## config.mk

```make
export PLATFORM = sky130hd
export DESIGN_NAME = median_arbiter
export DESIGN_NICKNAME = d
export VERILOG_FILES = /design/src/rtl/median_arbiter.sv
export SDC_FILE = /design/constraint.sdc
export NUM_CORES = 1
export LEC_CHECK = 0
export BUFFER_PORTS_ARGS = -buffer_cell sky130_fd_sc_hd__buf_2
export CAP_MARGIN = 20
export CORE_MARGIN = 2
export CORE_UTILIZATION = 45
export CTS_CLUSTER_DIAMETER = 120
export CTS_CLUSTER_SIZE = 12
export DETAILED_ROUTE_END_ITERATION = 16
export PLACE_DENSITY = 0.86
export SYNTH_ARGS = -nofsm -noshare
export SYNTH_HDL_FRONTEND = slang
export SYNTH_SLANG_ARGS = --single-unit
```

## constraint.sdc

```tcl
create_clock -name CLK -period 1.6 [get_ports CLK]
set_input_delay 0.32 -clock CLK [delete_from_list [all_inputs] [get_ports CLK]]
set_output_delay 0.32 -clock CLK [all_outputs]
set_load 0.02 [all_outputs]
```

## src/rtl/median_arbiter.sv

```systemverilog
// median_arbiter: round-robin sharing of one 3x3 MEDIAN engine between two pixel requesters.
// Ports: CLK/RST (sync, active-high); REQx/DIx in, GNTx (load window) and DONEx (result pulse) out;
//        DO/ERR result (ERR = watchdog abort); BUSY; M_* drive and observe the MEDIAN engine.
module median_arbiter #(
    parameter int WIDTH   = 8,
    parameter int NPIX    = 9,
    parameter int TIMEOUT = 64
) (
    input  logic             CLK,
    input  logic             RST,
    input  logic             REQ0,
    input  logic [WIDTH-1:0] DI0,
    input  logic             REQ1,
    input  logic [WIDTH-1:0] DI1,
    output logic             GNT0,
    output logic             GNT1,
    output logic             DONE0,
    output logic             DONE1,
    output logic             ERR,
    output logic [WIDTH-1:0] DO,
    output logic             BUSY,
    output logic             M_NRST,
    output logic             M_DSI,
    output logic [WIDTH-1:0] M_DI,
    input  logic [WIDTH-1:0] M_DO,
    input  logic             M_DSO
);
    localparam int CW = (NPIX > 1) ? $clog2(NPIX) : 1;
    localparam int WW = (TIMEOUT > 1) ? $clog2(TIMEOUT) : 1;
    localparam logic [CW-1:0] CLAST = CW'(NPIX - 1);
    localparam logic [WW-1:0] WLAST = WW'(TIMEOUT - 1);

    typedef enum logic [1:0] {S_IDLE, S_LOAD, S_WAIT, S_DONE} state_t;

    state_t state, next;
    logic sel, last, pick;
    logic [CW-1:0] cnt;
    logic [WW-1:0] wd;

    // On a tie the channel that was not served last wins.
    assign pick = (REQ0 && REQ1) ? ~last : REQ1;

    always_ff @(posedge CLK) state <= RST ? S_IDLE : next;

    always_comb begin
        next = state;
        case (state)
            S_IDLE:  next = (REQ0 || REQ1) ? S_LOAD : S_IDLE;
            S_LOAD:  next = (cnt == CLAST) ? S_WAIT : S_LOAD;
            S_WAIT:  next = (M_DSO || wd == WLAST) ? S_DONE : S_WAIT;
            default: next = S_IDLE;
        endcase
    end

    always_ff @(posedge CLK) begin
        if (RST) begin
            sel  <= 1'b0;
            last <= 1'b1;
            cnt  <= '0;
            wd   <= '0;
            DO   <= '0;
            ERR  <= 1'b0;
        end else begin
            if (state == S_IDLE) sel <= pick;
            cnt <= (state == S_LOAD && cnt != CLAST) ? cnt + 1'b1 : '0;
            wd  <= (state == S_WAIT && next == S_WAIT) ? wd + 1'b1 : '0;
            if (state == S_WAIT && M_DSO) begin
                DO  <= M_DO;
                ERR <= 1'b0;
            end else if (state == S_WAIT && wd == WLAST) begin
                DO  <= '0;
                ERR <= 1'b1;
            end
            if (state == S_DONE) last <= sel;
        end
    end

    assign GNT0   = state == S_LOAD && !sel;
    assign GNT1   = state == S_LOAD && sel;
    assign DONE0  = state == S_DONE && !sel;
    assign DONE1  = state == S_DONE && sel;
    assign BUSY   = state != S_IDLE;
    assign M_DSI  = state == S_LOAD;
    assign M_DI   = M_DSI ? (sel ? DI1 : DI0) : '0;
    // Engine is held in reset with RST and flushed for one cycle after a watchdog abort.
    assign M_NRST = !(RST || (state == S_DONE && ERR));
endmodule

```

Word-level counts from Yosys, hierarchy flattened

Index checks and enable logic that the tools add are counted.

Add/subtract/negate cells: 2
Eq/ne operators: 7
Mux-type cells: 9
Bitwise operators: 3
Reduce and logical (&&, ||, !) cells: 21

Operator list:

| operator              | count |
|---|---|
| $mux W8               | 4 |
| $logic_and A1 B1 Y1   | 10 |
| $add A6 B1 Y6 const B | 1 |
| $eq A2 B2 Y1 const B  | 3 |
| $eq A6 B6 Y1 const B  | 1 |
| $pmux W2 S3           | 1 |
| $reduce_or A2 Y1      | 3 |
| $add A4 B1 Y4 const B | 1 |
| $eq A4 B4 Y1 const B  | 1 |
| $ne A4 B4 Y1 const B  | 1 |
| $reduce_bool A2 Y1    | 2 |
| $logic_or A1 B1 Y1    | 3 |
| $mux W1               | 3 |
| $not A1 Y1            | 3 |
| $eq A2 B1 Y1 const B  | 1 |
| $logic_not A1 Y1      | 2 |
| $logic_not A2 Y1      | 1 |
| $mux W2               | 1 |

Register bits: 23
Input bits: 29
Output and inout port bits: 24

Depth between registers and ports, before layout

Gate-level depths: netlist of run 1.

Word-level depth: 8
Mapped depth: 5
Depth with buffers taken out: 5

Worst setup path before layout of run 1

No wires, ideal clock.

Path type: flip-flop to output port
Start: reg state[1]
End: out M_DI[0]
Arrival time: 1113 ps
Data required time: 1280 ps
Slack: 167 ps
Cell stages (with the launch flop): 5
Cells stage by stage: dfxtp_1 -> buf_2 -> nand2b_1 -> clkbuf_1 -> nor2_1

Word-level cells in the longest chain between the ends: 2

Ends and longest elaborated chain:

| element                  | line | RTL |
|---|---|---|
| start: declaration       | 35   | `state_t state, next;` |
| start signal: assignment | 43   | `always_ff @(posedge CLK) state <= RST ? S_IDLE : next;` |
| $eq A2 B1 Y1             | 83   | `assign M_DSI = state == S_LOAD;` |
| $mux W8                  | 84   | `assign M_DI = M_DSI ? (sel ? DI1 : DI0) : '0;` |
| end: declaration         | 24   | `output logic [WIDTH-1:0] M_DI,` |

Every way passes these cells.

Final worst setup path of run 1

Start: reg sel
End: out M_DI[3]

Word-level cells in the longest chain between the ends: 2

Ends and longest elaborated chain:

| element                  | line | RTL |
|---|---|---|
| start: declaration       | 36   | `logic sel, last, pick;` |
| start signal: assignment | 64   | `if (state == S_IDLE) sel <= pick;` |
| $mux W8 (2 in series)    | 84   |  |

Every way passes these cells.

==> results.cfg, run 1 <==
[setup_path]
critPathKind = register to output port
crit_required_ns = 1.28
cp_slowest_cell = dfxtp_2
crit_path_start_kind = register
cp-startpoint = sel
critPathMaxFanout = 6
crit_buf_inv = 2
critPathArrivalTime_ns = 1.27
cp_slowest_stage_delay_ns = 0.37
critical_path.cell_chain = buf_6 > mux2i_1 > nor2_1 > buf_4
critPathTopFamily = flip-flops
endpoint_kind = output port
r2r_start = cnt[0]

[logic_synthesis]
synth-edff-count = 0
async_reset_ff_share_pct = 0
synth_nets = 165
synth_area_mm2 = 0.00111
synth-seq-cells = 23
synth_seq_area_share_pct = 41.6
avgSynthCellArea_um2 = 8.32
synth-main-ff-cell = dfxtp_1
synthDistinctLibCells = 26
syn-instance-count = 133
yosysWarnings = 0

[sta]
worst_pin_slew_ns = 0.370
fin_ws_ns = 0.00639
finalSetupViolCount = 0
final-hold-violation-count = 0
grt_setup_unrepaired = yes
fmax_ghz = 0.628
slew_viol_final = 0
period_share_pct = 99.6
min_period_ns = 1.59
tns_ns = 0
final.setup_skew_ns = 0.00440
slew_headroom_pct = 75.3

[cells_and_area]
ff_latch_area_um2 = 464
layout_commonest_cell = buf_2
fin_util_pct = 63.6
final_cell_mix = buf_2 (50), nor2_1 (22), dfxtp_1 (20), nand2_1 (15), a21oi_1 (11)
num_antenna_cells = 0
multi_input_comb_area_um2 = 596
n_fill_cell = 184
final_layout_size_suffix_gt1_share_pct = 34.9
final_nets = 219
fin_area_mm2 = 0.00145
area_delta_synth_final_pct = 30.8

[die]
ios = 53
die_area_mm2 = 0.00287
initial_core_util_pct = 48.6
core_area_mm2 = 0.00228
die_w_um = 53.6
row_count = 17
dieHeight_um = 53.6

[global_route]
grt_pass1_vias = 1078
grt_most_used_layer = met2
grt_pass1_wl_mm = 4.47
track_usage_pct = 21.3
met3_usage_pct = 6.67
grt_max_degree = 17
grt_remaining_overflow = 0
gr-usage-met2_pct = 36.8
met1_usage_pct = 24.4
antenna_found_initial = 0

[routing]
drc = 0
first_pass_iters = 4
ant_nets = 0
vias = 1144
viasPerCell = 5.35
first_iter_violations = 31
drt_wl_total_mm = 2.99
wire_per_inst_um = 14.0

[clock_tree]
path_clk_slew_ns = 0.12
cts_buffer_depth = 2
cts_tree = built
h-tree-depth = 1
cts-buffers-inserted = 3
cts_root_buffer = clkbuf_4
numClockSinks = 23
clock_latency_ns = 0.31

[place]
io_buffers = 52
dp_hpwl_mm = 2.27
gp_congestion = 0.792
place_ws_ns = 0.124
dpl_cell_area_mm2 = 0.00139

[pwr]
p_leak_nw = 0.635
power_density_mw_per_mm2 = 706
ir_worst_vdd_uv = 717

[job]
maxCapViolCount = 0

[min_path]
hold_start = M_DO[0]
hold_class = primary input to register

[outcome]
run_status = completed
==> cell families (layout without fill, tap and decap cells) <==
group / Yosys count / after routing / share of synthesized area, %
AOI/OAI and AO/OA: 29 / 29 / 17.5
xor gates and xnor gates: 4 / 4 / 3.17
adders and majority gates: 3 / 3 / 3.39
buffers and inverters: 14 / 67 / 5.20
DFF: 23 / 23 / 41.6
muxes: 8 / 8 / 7.24
and+or+nand+nor: 52 / 52 / 21.8
==> state kept, by name, indices dropped and copies added (netlist names) <==
name   flops
DO         8
ERR        1
cnt        4
last       1
sel        1
state      2
wd         6
==> worst paths after layout <==
check / to / slack (ns) / depth (start not counted)
max: M_DI[3] / 0.006 / 4
min: DO[0] / 0.24 / 3
max reg2reg: cnt[2] / 0.19 / 5
min reg2reg: last / 0.49 / 1
==> cells in the mapped netlist (3+ instances only) <==
cell type	count	area share, %
ha_1	3	3.4
buf_2	4	1.8
or3_1	3	1.7
nor2_1	22	7.5
nand3_1	4	1.8
inv_1	7	2.4
mux2i_1	8	7.2
nand2_1	15	5.1
a21oi_1	11	5.0
a31oi_1	3	1.7
clkbuf_1	3	1.0
o211ai_1	9	6.1
dfxtp_1	23	42
==> layer usage <==
metal  wire (µm)  part of all wire, %
met3         146                  4.9
met2        1590                   53
met4          66                  2.2
met1        1200                   40
met5           0                    0
==> metrics by stage <==
stage | cells | hold slack, ns | power (mW)
finish | 214 | 0.237 | 1.02
global route | 214 | 0.233 | 1.07
detailed placement | 209 | 0.457 | 0.759
CTS | 213 | 0.232 | 1.02
global placement | 209 | 0.442 | 0.752
floorplan | 133 | 0.414 | 0.688
==> power breakdown <==
group	leakage [nW]	internal [mW]	switching [mW]
Clock	0.0150	0.0973	0.166
Combinational	0.433	0.0732	0.0954
Sequential	0.187	0.579	0.00975
Total	0.635	0.750	0.271
==> cell type report <==
cell class	count	area share, %
timing repair buffer	56	20.7
inverter	7	1.82
clock buffer	4	1.82
tap	28	2.42
multi-input combinational	96	41.2
sequential	23	32.1
==> tightest hold or removal path: stages <==
cell and delay (ns):
buf_2 0.09, nand2_1 0.04, a21oi_1 0.05
==> what timing repair did <==
item                                    in CTS  in global routing
pin swaps                                    0                  2
endpoints found under the setup margin      11                  9
gates resized for setup                      5                  4
hold buffers                                 0                  0
gates cloned                                 0                  1
buffers inserted                             0                  0
No activity file was read; power rests on OpenSTA's default activity.
==> run 2: changes to the inputs <==
--- a/config.mk
+++ b/config.mk
@@ -13,6 +13,7 @@
 export CTS_CLUSTER_SIZE = 12
 export DETAILED_ROUTE_END_ITERATION = 16
 export PLACE_DENSITY = 0.86
+export REMOVE_ABC_BUFFERS = 1
 export SYNTH_ARGS = -nofsm -noshare
 export SYNTH_HDL_FRONTEND = slang
 export SYNTH_SLANG_ARGS = --single-unit
==> run 2 against run 1 <==
Net effect: register-to-register slack got worse by 0.03 ns; non-clock buffer count grew 1; global-route usage is 0.53 points higher; largest cell class unchanged; largest power group unchanged.
==> results.cfg, run 2 (synthesis results as in run 1) <==
[global_route]
grt_max_degree = 14
grt_pass1_vias = 1092
grt_pass1_wl_mm = 4.51
antenna_found_initial = 0
grt_remaining_overflow = 0
track_usage_pct = 21.9

[clock_tree]
path_clk_slew_ns = 0.13
cts_tree = built
cts_buffer_depth = 2
postCtsSetupRepairBufs = 0
numClockSinks = 23
h-tree-depth = 1
cts-buffers-inserted = 3
cts_root_buffer = clkbuf_4
clock_latency_ns = 0.32

[routing]
wire_per_inst_um = 14.2
viasPerCell = 5.42
first_iter_violations = 39
ant_nets = 0
drt_wl_total_mm = 3.06
drc = 0
vias = 1166
first_pass_iters = 4

[sta]
finalSetupViolCount = 0
fmax_ghz = 0.632
slew_viol_final = 0
tns_ns = 0
grt_setup_unrepaired = yes
slew_headroom_pct = 73.3
min_period_ns = 1.58
final-hold-violation-count = 0
final.setup_skew_ns = 0.00723
worst_pin_slew_ns = 0.400
period_share_pct = 98.9

[outcome]
run_status = completed

[setup_path]
critPathArrivalTime_ns = 1.26
crit_required_ns = 1.28
r2r_start = cnt[0]
cp-startpoint = sel
r2r_slack_ns = 0.16
crit_path_start_kind = register
critPathMaxFanout = 6
critPathKind = register to output port
crit_path_end = M_DI[3]
r2r_cells = 5
endpoint_kind = output port
r2r_end = cnt[2]

[min_path]
hold_class = primary input to register
hold_start = M_DO[0]

[cells_and_area]
final_cell_mix = buf_2 (48), nor2_1 (21), dfxtp_1 (20), nand2_1 (15), a21oi_1 (11)
num_antenna_cells = 0
layout_commonest_cell = buf_2
final_nets = 220
largest_reg_flops = 8
area_delta_synth_final_pct = 32.8
final_layout_size_suffix_gt1_share_pct = 36.4
top_register = DO
top_regs = DO (8), wd (6), cnt (4)

[pwr]
ir_worst_vdd_uv = 895
p_leak_nw = 0.643
power_density_mw_per_mm2 = 704
total_power_mw = 1.03

[die]
row_count = 17
die_area_mm2 = 0.00287
die_w_um = 53.6
initial_core_util_pct = 48.6
dieHeight_um = 53.6
core_area_mm2 = 0.00228
ios = 53

[place]
io_buffers = 52
gp_congestion = 0.762
dp_hpwl_mm = 2.30

[job]
maxCapViolCount = 0
run 2: cell types whose count changed in the layout (fill, tap and decap cells not counted):
| cell | change |
|---|---|
| buf_2 | -2 |
| buf_4 | +2 |
| buf_6 | +1 |
| clkbuf_1 | -1 |
| clkinv_2 | +1 |
| dfxtp_2 | -1 |
| dfxtp_4 | +1 |
| nor2_1 | -1 |
| nor2_2 | +1 |
run 2: worst min path at each step:
stage	to	slack, ns	depth (start not counted)
detailed placement	last	0.46	1
floorplan	DO[0]	0.39	1
finish	DO[0]	0.22	3
CTS	DO[0]	0.22	3
global placement	cnt[0]	0.44	1
global route	DO[0]	0.22	3
run 2: timing repair:
action                     4_1_cts  5_1_grt
hold buffers                     0        0
gates cloned                     0        1
gates resized for setup          5       10
pin swaps                        0        1
setup endpoints to repair       12       11
hold endpoints to repair         0        0
run 2: report_power, final:
group,internal (mW),switching [mW]
sequential,0.578,0.00935
clock,0.0936,0.175
combinational,0.0776,0.0997
run 2: worst max-delay path, cell delays in order (launching register included):
cell and delay, ns:
dfxtp_2 0.36, buf_6 0.14, mux2i_1 0.22, nor2_1 0.07
buf_4 0.16
run 2: area by class of cell:
cell class / count / area, µm²
clock buffer: 3 / 22.5
clock inverter: 1 / 5.00
fill: 179 / 807
inverter: 7 / 26.3
multi-input combinational: 96 / 598
sequential: 23 / 467
tap: 28 / 35.0
timing repair buffer: 57 / 315
run 2: per-layer routing:
metal | GRT usage, % | share of wire, %
met3 | 6.39 | 6.0
met5 | 0 | 0
met2 | 40.3 | 55
met1 | 23.2 | 37
met4 | 8.55 | 2.1
run 2: per-stage QoR:
| stage | setup slack [ns] | cells | area (µm²) | hold slack, ns | util (%) |
|---|---|---|---|---|---|
| final | 0.0171 | 215 | 1470 | 0.224 | 64.5 |
| after detailed placement | 0.104 | 210 | 1400 | 0.457 | 61.5 |
| after global placement | 0.191 | 210 | 1400 | 0.443 | 61.5 |
| after CTS | 0.0129 | 214 | 1440 | 0.220 | 63.3 |
| after global routing | -0.0516 | 215 | 1470 | 0.224 | 64.5 |
| after floorplan | 0.246 | 126 | 1070 | 0.389 | - |
==> run 3: changes to the inputs <==
==> constraint.sdc (replaced) <==
create_clock -name CLK -period 1.5 [get_ports CLK]
set_input_delay 0.3 -clock CLK [delete_from_list [all_inputs] [get_ports CLK]]
set_output_delay 0.3 -clock CLK [all_outputs]
set_load 0.02 [all_outputs]
==> run 3 against run 2 <==
Net effect: the run now ends with negative setup slack left; sequential share of layout area down 1.5 points; clock skew about the same; non-clock buffer count up 3; wire length up 9.0%; via count up 3.4%; combinational power up 16%; flip-flop and latch count unchanged; core utilization up 3.5 points; total power up 8.8%; critical path depth unchanged; critical path type unchanged; largest power group unchanged.
==> results.cfg, run 3 (synthesis results as in run 1) <==
[setup_path]
critPathArrivalTime_ns = 1.28
crit_required_ns = 1.20
critPathMaxFanout = 5
endpoint_kind = output port
critPathKind = register to output port
r2r_cells = 4
crit_path_start_kind = register

[place]
dp_hpwl_mm = 2.19
gp_congestion = 0.787
dpl_cell_area_mm2 = 0.00141
dp_cells = 211
io_buffers = 52

[global_route]
grt_pass1_vias = 1026
grt_remaining_overflow = 0
grt_max_degree = 14
antenna_found_initial = 0
track_usage_pct = 21.1
grt_pass1_wl_mm = 4.50

[outcome]
run_status = finished, violations left
violations = negative setup slack

[routing]
wire_per_inst_um = 15.2
viasPerCell = 5.51
first_iter_violations = 49
vias = 1206
drc = 0
first_pass_iters = 4
ant_nets = 0
drt_wl_total_mm = 3.33

[die]
die_area_mm2 = 0.00287
core_area_mm2 = 0.00228
die_w_um = 53.6
ios = 53
initial_core_util_pct = 48.6
row_count = 17
dieHeight_um = 53.6

[sta]
fin_ws_ns = -0.0801
grt_setup_unrepaired = yes
finalSetupViolCount = 7
fmax_ghz = 0.633
min_period_ns = 1.58
slew_headroom_pct = 74.7
worst_pin_slew_ns = 0.378
final.setup_skew_ns = 0.00688
slew_viol_final = 0
whs_ns = 0.208
period_share_pct = 105
final-hold-violation-count = 0

[pwr]
p_comb_share_pct = 18.2
power_frac_clock_pct = 25.8
p_sw_uw = 316
switching_share_pct = 28.1
p_int_uw = 808
seqPwrFrac_pct = 55.9
ir_worst_vdd_uv = 866
p_leak_nw = 0.669
power_density_mw_per_mm2 = 726

[cells_and_area]
area_delta_synth_final_pct = 39.9
num_antenna_cells = 0
final_cell_mix = buf_2 (44), dfxtp_1 (20), nor2_1 (18), nand2_1 (14)
top_register = DO
n_fill_cell = 165
largest_reg_flops = 8
final_nets = 224
layout_commonest_cell = buf_2
top_regs = DO (8), wd (6), cnt (4)
fin_area_mm2 = 0.00155
final_layout_size_suffix_gt1_share_pct = 40.8
fin_cells = 219

[clock_tree]
cts_tree = built
cts-buffers-inserted = 3
h-tree-depth = 1
numClockSinks = 23
path_clk_slew_ns = 0.13
cts_root_buffer = clkbuf_4
cts_buffer_depth = 2
clock_latency_ns = 0.32
holdBufCountCts = 0

[min_path]
hold_class = primary input to register
whs_path_depth = 3

[job]
maxCapViolCount = 0
[run 3: repair_timing]
action | CTS | global route
gates resized for setup | 8 | 22
pin swaps | 0 | 5
cloned | 1 | 1
setup buffers | 1 | 1
setup endpoints to repair | 12 | 18
[run 3: critical path, cell delays in order (launching register included)]
cell and delay [ns]:
dfxtp_2 0.36, buf_6 0.13, mux2i_1 0.25, nor2_1 0.07, buf_4 0.16
[run 3: power by group through the flow]
stage	clock network, mW	logic (mW)	registers (mW)
finish	0.290	0.205	0.629
global route	0.320	0.221	0.630
CTS	0.291	0.181	0.628
detailed placement	0	0.172	0.639
global placement	0	0.166	0.638
floorplan	0	0.0862	0.642
[run 3: worst paths after layout]
check                             start  endpoint  slack, ns
worst min register to register   cnt[0]    cnt[0]       0.48
worst max register to register    wd[0]  state[0]       0.08
worst min-delay path            M_DO[0]     DO[0]       0.21
worst max-delay path                sel   M_DI[7]      -0.08
[run 3: cell type report]
class	count	area [µm²]	area share, %
Clock buffer	3	22.5	1.46
Clock inverter	1	5.00	0.323
Inverter	7	26.3	1.70
Multi-Input combinational cell	97	637	41.1
Sequential cell	23	469	30.3
Tap cell	28	35.0	2.26
Timing Repair Buffer	60	353	22.8
[run 3: per-layer routing]
layer / vias up / GRT usage, % / wire [µm]
met4: 0 / 2.56 / 20
met2: 50 / 36.2 / 1820
li1: 581 / - / -
met5: - / 0 / 0
met3: 4 / 6.11 / 199
met1: 571 / 26.8 / 1290
[run 3: stage by stage]
step	util, %	setup slack, ns	setup TNS, ns	power [mW]
2_1_floorplan	-	0.166	0	0.728
3_3_place_gp	61.8	0.139	0	0.804
6_report	68.0	-0.0801	-0.138	1.12
5_1_grt	68.0	-0.161	-0.815	1.17
3_5_place_dp	61.8	0.0836	0	0.811
4_1_cts	64.5	-0.0154	-0.0448	1.10
